<file path="config.mk">
export PLATFORM = sky130hd
export DESIGN_NAME = block_dispatch_cu_flat
export DESIGN_NICKNAME = d
export VERILOG_FILES = /design/src/rtl/block_dispatch_cu_if.sv /design/src/rtl/block_dispatch_cu.sv /design/src/flat_wrapper.sv
export SDC_FILE = /design/constraint.sdc
export NUM_CORES = 1
export LEC_CHECK = 0
export BUFFER_PORTS_ARGS = -buffer_cell sky130_fd_sc_hd__buf_4
export CAP_MARGIN = 30
export CORE_MARGIN = 3
export CORE_UTILIZATION = 54
export CTS_BUF_LIST = sky130_fd_sc_hd__clkbuf_2 sky130_fd_sc_hd__clkbuf_4 sky130_fd_sc_hd__clkbuf_8
export DETAILED_ROUTE_END_ITERATION = 16
export GPL_TIMING_DRIVEN = 0
export PLACE_DENSITY = 0.8
export SLEW_MARGIN = 10
export SYNTH_ARGS = -nofsm -noshare
export SYNTH_HDL_FRONTEND = slang
export SYNTH_SLANG_ARGS = --single-unit
</file>
<file path="constraint.sdc">
create_clock -name i_Clock -period 2.3 [get_ports i_Clock]
set_clock_uncertainty 0.05 [all_clocks]
set_input_delay 0.115 -clock i_Clock [delete_from_list [all_inputs] [get_ports i_Clock]]
set_output_delay 0.115 -clock i_Clock [all_outputs]
set_load 0.02 [all_outputs]
</file>
<file path="src/rtl/block_dispatch_cu_if.sv">
// rtl/block_dispatch_cu_if.sv - job/memory/processor handshake bundle for block_dispatch_cu
interface block_dispatch_cu_if #(
    parameter int P       = 4,
    parameter int INDEX_W = 8,
    parameter int ADDR_W  = 10
);
    logic               i_Data_Ready;
    logic               o_Grant_Request;
    logic               i_Grant;
    logic [ADDR_W-1:0]  o_Mem_Address;
    logic               o_Mem_Write_En;
    logic [31:0]        o_Mem_Wdata;
    logic [31:0]        i_Mem_Rdata;
    logic [INDEX_W-1:0] o_Row_Index;
    logic [INDEX_W-1:0] o_Column_Index;
    logic [P-1:0]       o_Indexes_Ready;
    logic [P-1:0]       i_Indexes_Recv;
    logic [P-1:0]       i_Result_Ready;
    logic               o_Busy;
    logic               o_Done;

    // Control unit side
    modport master (
        input  i_Data_Ready, i_Grant, i_Mem_Rdata, i_Indexes_Recv, i_Result_Ready,
        output o_Grant_Request, o_Mem_Address, o_Mem_Write_En, o_Mem_Wdata,
               o_Row_Index, o_Column_Index, o_Indexes_Ready, o_Busy, o_Done
    );

    // Memory, arbiter and processor side
    modport slave (
        output i_Data_Ready, i_Grant, i_Mem_Rdata, i_Indexes_Recv, i_Result_Ready,
        input  o_Grant_Request, o_Mem_Address, o_Mem_Write_En, o_Mem_Wdata,
               o_Row_Index, o_Column_Index, o_Indexes_Ready, o_Busy, o_Done
    );
endinterface

</file>
<file path="src/rtl/block_dispatch_cu.sv">
// rtl/block_dispatch_cu.sv - matrix job controller scattering block indexes over P processors; optional watchdog via DISPATCH_TIMEOUT_EN
module block_dispatch_cu #(
    parameter int P           = 4,
    parameter int INDEX_W     = 8,
    parameter int GREEK_W     = 8,
    parameter int ADDR_W      = 10,
    parameter int CFG_ADDR    = 0,
    parameter int STATUS_ADDR = 1,
    parameter int TIMEOUT_CYC = 4096
) (
    input  logic                 i_Clock,
    input  logic                 i_Reset_n,
    block_dispatch_cu_if.master  bus
);
    localparam int KW = $clog2(P + 1);
    localparam int NW = 2 * GREEK_W;
    localparam int CW = ((INDEX_W > GREEK_W) ? INDEX_W : GREEK_W) + 1;

    typedef enum logic [2:0] {
        S_IDLE, S_REQ_CFG, S_RD_CFG, S_DISPATCH, S_WAIT_RES, S_REQ_STS, S_RD_STS, S_WR_STS
    } state_t;

    state_t             state_q;
    logic               armed_q, phase_q, err_q, tmo_q;
    logic [GREEK_W-1:0] gamma_q;
    logic [NW-1:0]      rem_q;
    logic [KW-1:0]      k_q;
    logic [INDEX_W-1:0] row_q, col_q;
    logic [P-1:0]       sent_q, got_q, valid_q;
    logic               req_q, we_q, busy_q, done_q;
    logic [ADDR_W-1:0]  addr_q;
    logic [31:0]        wdata_q;
`ifdef DISPATCH_TIMEOUT_EN
    localparam int TW = $clog2(TIMEOUT_CYC + 1);
    logic [TW-1:0]      tmo_cnt_q;
`endif

    logic [GREEK_W-1:0] cfg_gamma, cfg_lambda;
    logic [NW-1:0]      cfg_n;
    logic               ack_hit, last_ack, row_wrap;
    logic [P-1:0]       sent_acc, got_acc;

    assign cfg_lambda = bus.i_Mem_Rdata[GREEK_W-1:0];
    assign cfg_gamma  = bus.i_Mem_Rdata[2*GREEK_W-1:GREEK_W];
    assign cfg_n      = NW'(cfg_gamma) * NW'(cfg_lambda);

    // Ack only counts on the processor currently offered indexes; results are masked by what was sent,
    // including a processor acked in this very cycle
    assign ack_hit  = (valid_q & bus.i_Indexes_Recv) != '0;
    assign last_ack = ((k_q + KW'(1)) == KW'(P)) || (rem_q == NW'(1));
    assign row_wrap = (CW'(row_q) + CW'(1)) == CW'(gamma_q);
    assign sent_acc = ack_hit ? (sent_q | valid_q) : sent_q;
    assign got_acc  = got_q | (bus.i_Result_Ready & sent_acc);

    assign bus.o_Grant_Request = req_q;
    assign bus.o_Mem_Address   = addr_q;
    assign bus.o_Mem_Write_En  = we_q;
    assign bus.o_Mem_Wdata     = wdata_q;
    assign bus.o_Row_Index     = row_q;
    assign bus.o_Column_Index  = col_q;
    assign bus.o_Indexes_Ready = valid_q;
    assign bus.o_Busy          = busy_q;
    assign bus.o_Done          = done_q;

    // Job sequencing: config read, dispatch rounds, result barrier, status read-modify-write
    always_ff @(posedge i_Clock or negedge i_Reset_n) begin
        if (!i_Reset_n) begin
            state_q <= S_IDLE;
            armed_q <= 1'b1;
            phase_q <= 1'b0;
            err_q   <= 1'b0;
            tmo_q   <= 1'b0;
            gamma_q <= '0;
            rem_q   <= '0;
            k_q     <= '0;
            row_q   <= '0;
            col_q   <= '0;
            sent_q  <= '0;
            got_q   <= '0;
            valid_q <= '0;
            req_q   <= 1'b0;
            we_q    <= 1'b0;
            busy_q  <= 1'b0;
            done_q  <= 1'b0;
            addr_q  <= '0;
            wdata_q <= '0;
`ifdef DISPATCH_TIMEOUT_EN
            tmo_cnt_q <= '0;
`endif
        end else begin
            if (!bus.i_Data_Ready) armed_q <= 1'b1;
            case (state_q)
                S_IDLE: begin
                    done_q <= 1'b0;
                    if (bus.i_Data_Ready && armed_q) begin
                        armed_q <= 1'b0;
                        busy_q  <= 1'b1;
                        req_q   <= 1'b1;
                        err_q   <= 1'b0;
                        tmo_q   <= 1'b0;
                        state_q <= S_REQ_CFG;
                    end
                end
                S_REQ_CFG: begin
                    req_q <= 1'b1;
                    if (req_q && bus.i_Grant) begin
                        addr_q  <= ADDR_W'(CFG_ADDR);
                        phase_q <= 1'b0;
                        state_q <= S_RD_CFG;
                    end
                end
                S_RD_CFG: begin
                    if (!bus.i_Grant) begin
                        phase_q <= 1'b0;
                        state_q <= S_REQ_CFG;
                    end else if (!phase_q) begin
                        phase_q <= 1'b1;
                    end else begin
                        phase_q <= 1'b0;
                        req_q   <= 1'b0;
                        gamma_q <= cfg_gamma;
                        if (cfg_n == '0) begin
                            err_q   <= 1'b1;
                            state_q <= S_REQ_STS;
                        end else begin
                            row_q   <= '0;
                            col_q   <= '0;
                            rem_q   <= cfg_n;
                            k_q     <= '0;
                            sent_q  <= '0;
                            got_q   <= '0;
                            valid_q <= P'(1);
                            state_q <= S_DISPATCH;
                        end
                    end
                end
                S_DISPATCH: begin
                    got_q <= got_acc;
                    if (ack_hit) begin
                        sent_q <= sent_acc;
                        rem_q  <= rem_q - NW'(1);
                        k_q    <= k_q + KW'(1);
                        if (row_wrap) begin
                            row_q <= '0;
                            col_q <= col_q + INDEX_W'(1);
                        end else begin
                            row_q <= row_q + INDEX_W'(1);
                        end
                        if (last_ack) begin
                            valid_q <= '0;
                            state_q <= S_WAIT_RES;
`ifdef DISPATCH_TIMEOUT_EN
                            tmo_cnt_q <= '0;
`endif
                        end else begin
                            valid_q <= valid_q << 1;
                        end
                    end
                end
                S_WAIT_RES: begin
                    if (got_acc == sent_q) begin
                        got_q  <= '0;
                        sent_q <= '0;
                        k_q    <= '0;
                        if (rem_q != '0) begin
                            valid_q <= P'(1);
                            state_q <= S_DISPATCH;
                        end else begin
                            state_q <= S_REQ_STS;
                        end
                    end else begin
                        got_q <= got_acc;
`ifdef DISPATCH_TIMEOUT_EN
                        if (tmo_cnt_q == TW'(TIMEOUT_CYC - 1)) begin
                            tmo_q   <= 1'b1;
                            rem_q   <= '0;
                            got_q   <= '0;
                            sent_q  <= '0;
                            k_q     <= '0;
                            state_q <= S_REQ_STS;
                        end else begin
                            tmo_cnt_q <= tmo_cnt_q + TW'(1);
                        end
`endif
                    end
                end
                S_REQ_STS: begin
                    req_q <= 1'b1;
                    if (req_q && bus.i_Grant) begin
                        addr_q  <= ADDR_W'(STATUS_ADDR);
                        phase_q <= 1'b0;
                        state_q <= S_RD_STS;
                    end
                end
                S_RD_STS: begin
                    if (!bus.i_Grant) begin
                        phase_q <= 1'b0;
                        state_q <= S_REQ_STS;
                    end else if (!phase_q) begin
                        phase_q <= 1'b1;
                    end else begin
                        phase_q <= 1'b0;
                        wdata_q <= bus.i_Mem_Rdata | {29'b0, tmo_q, err_q, 1'b1};
                        we_q    <= 1'b1;
                        state_q <= S_WR_STS;
                    end
                end
                S_WR_STS: begin
                    we_q    <= 1'b0;
                    req_q   <= 1'b0;
                    done_q  <= 1'b1;
                    busy_q  <= 1'b0;
                    state_q <= S_IDLE;
                end
                default: state_q <= S_IDLE;
            endcase
        end
    end
endmodule

</file>
<file path="src/flat_wrapper.sv">
// flat-port wrapper written by rule: the top's interface ports become plain ports
module block_dispatch_cu_flat 
#(
    parameter int P           = 4,
    parameter int INDEX_W     = 8,
    parameter int GREEK_W     = 8,
    parameter int ADDR_W      = 10,
    parameter int CFG_ADDR    = 0,
    parameter int STATUS_ADDR = 1,
    parameter int TIMEOUT_CYC = 4096
)
  (i_Clock, i_Reset_n, bus_i_Data_Ready, bus_i_Grant, bus_i_Mem_Rdata, bus_i_Indexes_Recv, bus_i_Result_Ready, bus_o_Grant_Request, bus_o_Mem_Address, bus_o_Mem_Write_En, bus_o_Mem_Wdata, bus_o_Row_Index, bus_o_Column_Index, bus_o_Indexes_Ready, bus_o_Busy, bus_o_Done);
  block_dispatch_cu_if #(.P(P), .INDEX_W(INDEX_W), .ADDR_W(ADDR_W)) bus_i ();
  input  logic i_Clock;
  input  logic i_Reset_n;
  input wire logic [$bits(bus_i.i_Data_Ready)-1:0] bus_i_Data_Ready;
  input wire logic [$bits(bus_i.i_Grant)-1:0] bus_i_Grant;
  input wire logic [$bits(bus_i.i_Mem_Rdata)-1:0] bus_i_Mem_Rdata;
  input wire logic [$bits(bus_i.i_Indexes_Recv)-1:0] bus_i_Indexes_Recv;
  input wire logic [$bits(bus_i.i_Result_Ready)-1:0] bus_i_Result_Ready;
  output wire logic [$bits(bus_i.o_Grant_Request)-1:0] bus_o_Grant_Request;
  output wire logic [$bits(bus_i.o_Mem_Address)-1:0] bus_o_Mem_Address;
  output wire logic [$bits(bus_i.o_Mem_Write_En)-1:0] bus_o_Mem_Write_En;
  output wire logic [$bits(bus_i.o_Mem_Wdata)-1:0] bus_o_Mem_Wdata;
  output wire logic [$bits(bus_i.o_Row_Index)-1:0] bus_o_Row_Index;
  output wire logic [$bits(bus_i.o_Column_Index)-1:0] bus_o_Column_Index;
  output wire logic [$bits(bus_i.o_Indexes_Ready)-1:0] bus_o_Indexes_Ready;
  output wire logic [$bits(bus_i.o_Busy)-1:0] bus_o_Busy;
  output wire logic [$bits(bus_i.o_Done)-1:0] bus_o_Done;
  assign bus_i.i_Data_Ready = bus_i_Data_Ready;
  assign bus_i.i_Grant = bus_i_Grant;
  assign bus_i.i_Mem_Rdata = bus_i_Mem_Rdata;
  assign bus_i.i_Indexes_Recv = bus_i_Indexes_Recv;
  assign bus_i.i_Result_Ready = bus_i_Result_Ready;
  assign bus_o_Grant_Request = bus_i.o_Grant_Request;
  assign bus_o_Mem_Address = bus_i.o_Mem_Address;
  assign bus_o_Mem_Write_En = bus_i.o_Mem_Write_En;
  assign bus_o_Mem_Wdata = bus_i.o_Mem_Wdata;
  assign bus_o_Row_Index = bus_i.o_Row_Index;
  assign bus_o_Column_Index = bus_i.o_Column_Index;
  assign bus_o_Indexes_Ready = bus_i.o_Indexes_Ready;
  assign bus_o_Busy = bus_i.o_Busy;
  assign bus_o_Done = bus_i.o_Done;
  block_dispatch_cu #(.P(P), .INDEX_W(INDEX_W), .GREEK_W(GREEK_W), .ADDR_W(ADDR_W), .CFG_ADDR(CFG_ADDR), .STATUS_ADDR(STATUS_ADDR), .TIMEOUT_CYC(TIMEOUT_CYC)) u_core (.i_Clock(i_Clock), .i_Reset_n(i_Reset_n), .bus(bus_i));
endmodule
</file>
## Word-level counts from Yosys, hierarchy flattened

Cells that the tools add are included.

| operators by class | value |
|---|---|
| add/subtract/negate cells | 5 |
| multipliers | 1 |
| equality and inequality tests | 28 |
| multiplexer cells | 74 |
| bitwise operators | 5 |
| reduce and logical (&&, ||, !) cells | 31 |

Operator list:

| cell | count |
|---|---|
| 2-to-1 mux 16 bit | 4 |
| 2-to-1 mux 4 bit | 14 |
| 2-to-1 mux 8 bit | 7 |
| 2-to-1 mux 3 bit | 17 |
| case mux 4 bit (3 select lines) | 3 |
| OR 32 x 2 -> 32 bit | 1 |
| case mux 16 bit (2 select lines) | 1 |
| case mux 8 bit (2 select lines) | 2 |
| != test 2 x 1 -> 1 bit (second input constant) | 12 |
| case mux 3 bit (8 select lines) | 1 |
| 2-to-1 mux 10 bit | 2 |
| case mux 10 bit (2 select lines) | 1 |
| adder 8 x 1 -> 8 bit (second input constant) | 2 |
| == test 16 x 1 -> 1 bit (second input constant) | 1 |
| logical NOT 16 bit | 1 |
| multiplier 8 x 8 -> 16 bit | 1 |
| nonzero test 16 bit | 1 |
| subtractor 16 x 1 -> 16 bit (second input constant) | 1 |
| == test 3 bit (second input constant) | 5 |
| 2-to-1 mux 1 bit | 15 |
| AND reduction 3 bit | 4 |
| AND reduction 6 bit | 2 |
| nonzero test 2 bit | 6 |
| case mux 1 bit (2 select lines) | 5 |
| other kinds (23) | 35 |

| word-level totals | value |
|---|---|
| bits in registers | 107 |
| output and inout port bits | 66 |
| logic and storage cells | 162 |

## Depth between registers and ports, before layout

| depth | value |
|---|---|
| word-level depth | 8 |
| gate-level depth with buffers | 20 |
| depth with buffers taken out | 17 |

## Worst setup path before layout

No wires, ideal clock.

| timing | value |
|---|---|
| kind | input to register |
| start point | in bus_i_Mem_Rdata[10] |
| end point | reg u_core.got_q[0] |
| library setup time | 0.067 ns |
| arrival | 4.927 ns |
| slack | -2.744 ns |
| cell stages on the path | 17 |
| cells stage by stage | clkbuf_1 nand2_1 fa_1 fa_1 fa_1 inv_1 fa_1 ha_1 a21oi_2 o211ai_2 a221o_1 a211oi_2 or4b_4 nor4b_4 or2_1 buf_6 a32o_1 |

| on the way | value |
|---|---|
| cells in the longest elaborated chain, start to end | 4 |

RTL lines:

| element | RTL line | RTL |
|---|---|---|
| start, declared | flat_wrapper.sv:18 | `input wire logic [$bits(bus_i.i_Mem_Rdata)-1:0] bus_i_Mem_Rdata;` |
| multiplier 8 x 8 -> 16 bit | block_dispatch_cu.sv:45 | `assign cfg_n = NW'(cfg_gamma) * NW'(cfg_lambda);` |
| logical NOT 16 bit | block_dispatch_cu.sv:122 | `if (cfg_n == '0) begin` |
| != test 2 bit (no source line) | -- |  |
| AND reduction 4 bit (no source line) | -- |  |
| end signal, assigned | block_dispatch_cu.sv:138 | `got_q <= got_acc;` |
| end signal, assigned | block_dispatch_cu.sv:172 | `got_q <= got_acc;` |
| end, declared | block_dispatch_cu.sv:29 | `logic [P-1:0] sent_q, got_q, valid_q;` |

No other way between the ends.
A chain may end at the register's enable or synchronous reset.

## Worst setup path after layout

| timing | value |
|---|---|
| start point | in bus_i_Mem_Rdata[10] |
| end point | reg u_core.valid_q[0], in the netlist u_core.bus.o_Indexes_Ready[0] |

| on the way | value |
|---|---|
| cells in the longest elaborated chain, start to end | 4 |

RTL lines:

| element | RTL line | RTL |
|---|---|---|
| multiplier 8 x 8 -> 16 bit | block_dispatch_cu.sv:45 |  |
| logical NOT 16 bit | block_dispatch_cu.sv:122 |  |
| != test 2 bit (no source line) | -- |  |
| AND reduction 7 bit (no source line) | -- |  |
| end signal, assigned | block_dispatch_cu.sv:156 | `valid_q <= valid_q << 1;` |
| end, declared | block_dispatch_cu.sv:29 |  |

No other way between the ends.

==> flow_summary_export.csv <==
group,metric,value,unit
sta,worst_slack,-2320,ps
pwr,pwr-share-comb,64.5,%
pwr,power_frac_seq,26.3,%
pwr,leakage,4.67,nW
floorplan,ios,110,
critical_path,cpMostUsedCell,"fa_1",
synth,synth.distinct_cells,75,
grt,met3_usage,6.04,%
grt,use_met1,34.9,%
drt,routedWlPerCell,19.4,µm
status,outcome,"finished, violations left",
critical_path,end_kind,"flop",
sta,slew_violations,0,
layout,multi_input_comb_area,5080,µm²
clock_tree,insertion_delay,380,ps
grt,met2_usage,45.4,%
placement,globalplace.congestion,0.851,
synth,synth_edf_count,0,
synth,yosysSeqAreaShare,33.2,%
critical_path,cp-start-kind,"input pin",
placement,port_buffers,86,
layout,fin_cells,1164,
synth,synth-main-ff-cell,"dfrtp_1",
grt,grt_pass1_wl,32900,µm
critical_path,crit_arrival,4830,ps
pwr,power.share.clock,9.3,%
synth,synth.cell_area,7390,µm²
hold_path,min_path_type,"in -> reg",
synth,synth_cells,807,
drt,drt_iter0_markers,591,
placement,post-place-ws,-3010,ps
critical_path,critPathRequiredTime,2510,ps
drt,postRouteAntennaNets,0,
grt,grt_max_degree,66,
sta,period_share,201,%
sta,slew_headroom,49.2,%
clock_tree,cts_htree_levels,3,
grt,busiest_layer,"met2",
critical_path,worst-path-max-fanout,10,
critical_path,worst-r2r-setup-slack,-850,ps
flow_run,max-cap-violations,0,
clock_tree,clk_pin_slew,110,ps
clock_tree,cts_buffers,9,
critical_path,slowest_delay,540,ps
placement,hpwl,13300,µm
grt,antenna_found_initial,0,
critical_path,worst_path_max_delay_cell,"fa_2",
placement,post-place-cells,1078,
status,violations,"negative setup slack",
clock_tree,cts.sinks,98,
drt,post_drt_via_cell_ratio,5.95,
pwr,vdd.ir_drop.worst,783,µV
pwr,power.density,1160,nW/µm²
synth,yosysWarnings,0,
floorplan,num_rows,42,
layout,drive_above_1_share,32.4,%
sta,finalSetupViolCount,50,
floorplan,start_util,55.6,%
pwr,switching_power,5.42,mW
sta,worstMarginPinSlew,758,ps
synth,async_reset_ff_share,100,%
drt,via_count,6928,
clock_tree,cts_tree,"built",
drt,route.detailed.drc,0,
synth,ys_ff_latch,98,
critical_path,path_cells,"clkbuf_8, nand2_1, fa_1, fa_1, fa_1, inv_2, fa_2, ha_4, a21oi_4, o211ai_2, a221o_1, a211oi_4, or4b_4, nor4b_4, buf_4, a211oi_4, o21a_1",
sta,hold_viol,0,
drt,drt-pass1-iter-count,5,
clock_tree,cts_root_buffer,"clkbuf_8",
sta,max_freq,216,MHz
pwr,p_sw_share,46.5,%
synth,synth.avg_cell_area,9.16,µm²
layout,post-route-util,75.6,%
floorplan,core_area,13300,µm²
grt,grt_pass1_vias,6652,
grt,overflow,0,
floorplan,die_area,15100,µm²
floorplan,die-height,123,µm
sta,rsz0062_at_grt,"yes",
pwr,intPower,6.25,mW
critical_path,worstSetupPathType,"in -> reg",
critical_path,crit_family,"adder cells",
grt,track_usage,27.4,%
layout,area_growth,36.0,%
sta,finalCriticalPeriod,4620,ps
drt,totalWireLength,22600,µm
layout,nFillCells,829,
clock_tree,clk_path_buf_depth,2,
layout,fin_nets,1105,
critical_path,cp_num_buf_inv,3,
layout,regArea,2450,µm²
layout,diodes,0,
floorplan,dieWidth,123,µm
-- layer usage --
metal  wire length, µm  vias up
met1              8900     3374
met2             11300      372
met4               767        0
met5                 0        -
li1                  -     3121
met3              1610       61
-- Yosys cell counts, types with 4 or more instances --
| cell | instances | area (µm²) |
|---|---|---|
| ha_1 | 42 | 526 |
| buf_2 | 4 | 20.0 |
| nand4_1 | 7 | 43.8 |
| a32o_1 | 4 | 40.0 |
| o21a_1 | 8 | 60.1 |
| xor2_1 | 10 | 87.6 |
| nor2b_1 | 10 | 62.6 |
| a31o_2 | 4 | 35.0 |
| nor3b_1 | 5 | 37.5 |
| and2_1 | 33 | 206 |
| xnor2_1 | 10 | 87.6 |
| a21oi_1 | 31 | 155 |
| o211ai_1 | 5 | 37.5 |
| o22ai_1 | 8 | 50.1 |
| a211oi_1 | 4 | 30.0 |
| a21o_1 | 5 | 37.5 |
| nor2_1 | 42 | 158 |
| nor4b_1 | 4 | 35.0 |
| inv_1 | 64 | 240 |
| a22oi_1 | 15 | 113 |
| a31oi_1 | 6 | 37.5 |
| nand3_1 | 28 | 140 |
| mux2_2 | 31 | 349 |
| nand2_1 | 115 | 432 |
| dfrtp_1 | 97 | 2430 |
| mux2i_1 | 8 | 80.1 |
| nand2b_1 | 5 | 31.3 |
| o21ai_0 | 34 | 170 |
| or3_1 | 5 | 31.3 |
| buf_4 | 9 | 67.6 |
| fa_1 | 36 | 721 |
| or2_2 | 7 | 43.8 |
| clkbuf_1 | 30 | 113 |
| nor3_1 | 19 | 95.1 |
-- repair_timing --
item,in CTS,in global routing
buffers inserted,20,17
endpoints found under the hold margin,66,3
cloned,0,2
hold buffers,31,2
pin swaps,37,56
setup endpoints to repair,80,60
gates resized for setup,52,81
-- worst paths after layout --
kind                                                 from                             to  depth (start not counted)
max in group asynchronous                       i_Reset_n                 u_core.armed_q                          3
worst min register to register  u_core.bus.o_Mem_Wdata[0]      u_core.bus.o_Mem_Wdata[0]                          1
worst max register to register  u_core.bus.o_Row_Index[0]   u_core.bus.o_Column_Index[6]                         11
min in group asynchronous                       i_Reset_n                u_core.got_q[1]                          2
worst min-delay path                  bus_i_Mem_Rdata[10]     u_core.bus.o_Mem_Wdata[10]                          2
worst max-delay path                  bus_i_Mem_Rdata[10]  u_core.bus.o_Indexes_Ready[0]                         17
-- cell type report --
type                    count  share of cell area [%]
plain buffers              44                    5.04
clock buffers              11                    1.44
clock inverters             5                   0.373
inverters                  65                    2.43
multi-input cells         606                    50.5
flip-flops and latches     98                    24.4
well taps                 176                    2.19
repair buffers            159                    13.6
-- worst register-to-register path, stage by stage (launching register included) --
cell and delay, ps:
dfrtp_1 460, ha_1 270, nand3_1 270, xnor2_1 230, nor4_1 310, nand4_1 260
or2_2 340, clkbuf_1 180, clkbuf_1 310, nor3_1 250, a31oi_1 70, o21ai_2 80
-- kinds of logic after synthesis --
| group | Yosys count | share of synthesized area, % |
|---|---|---|
| buf+inv | 111 | 6.38 |
| mux | 39 | 5.80 |
| xor+xnor | 22 | 2.98 |
| other cells | 1 | 0.0507 |
| fa+ha+maj | 78 | 16.9 |
| simple gates | 298 | 20.0 |
| flops | 98 | 33.2 |
| compound gates | 160 | 14.8 |
-- flip-flops by register name (all words and copies together) (netlist names) --
register / flops
u_core.bus.o_Indexes_Ready: 4
u_core.err_q: 1
u_core.bus.o_Mem_Wdata: 32
u_core.gamma_q: 8
u_core.got_q: 4
u_core.state_q: 3
u_core.bus.o_Done: 1
u_core.k_q: 3
u_core.bus.o_Column_Index: 8
u_core.rem_q: 16
u_core.bus.o_Grant_Request: 1
u_core.armed_q: 1
u_core.bus.o_Mem_Address: 1
u_core.phase_q: 1
u_core.bus.o_Busy: 1
u_core.bus.o_Mem_Write_En: 1
u_core.bus.o_Row_Index: 8
u_core.sent_q: 4
-- metrics by stage --
stage	cell area, µm²	hold slack [ps]	TNS (ps)	power (mW)
6_report	10100	57.5	-106680	11.7
4_1_cts	9540	7.23	-99750	10.6
3_3_place_gp	8600	244	-153410	8.81
2_1_floorplan	7730	-231	-112580	7.22
5_1_grt	10100	45.3	-111840	12.3
3_5_place_dp	8630	56.7	-153630	8.95
-- power groups by stage --
stage	logic, mW	registers (mW)	clock network [mW]
floorplan	3.89	3.33	0
global placement	5.84	2.97	0
detailed placement	5.95	3.00	0
CTS	6.55	2.98	1.07
global route	8.06	3.13	1.15
finish	7.52	3.06	1.08
-- layout by cell type, fill, tap and decap left out, drive strengths merged, types with 34 or more instances in the layout --
cell type | Yosys | final
ha | 42 | 42
o21ai | 38 | 38
inv | 64 | 65
dfrtp | 97 | 97
fa | 36 | 36
nor2 | 42 | 42
nand2 | 115 | 115
a21oi | 34 | 34
clkbuf | 31 | 40
buf | 15 | 141
No activity file was read; power rests on OpenSTA's default activity.
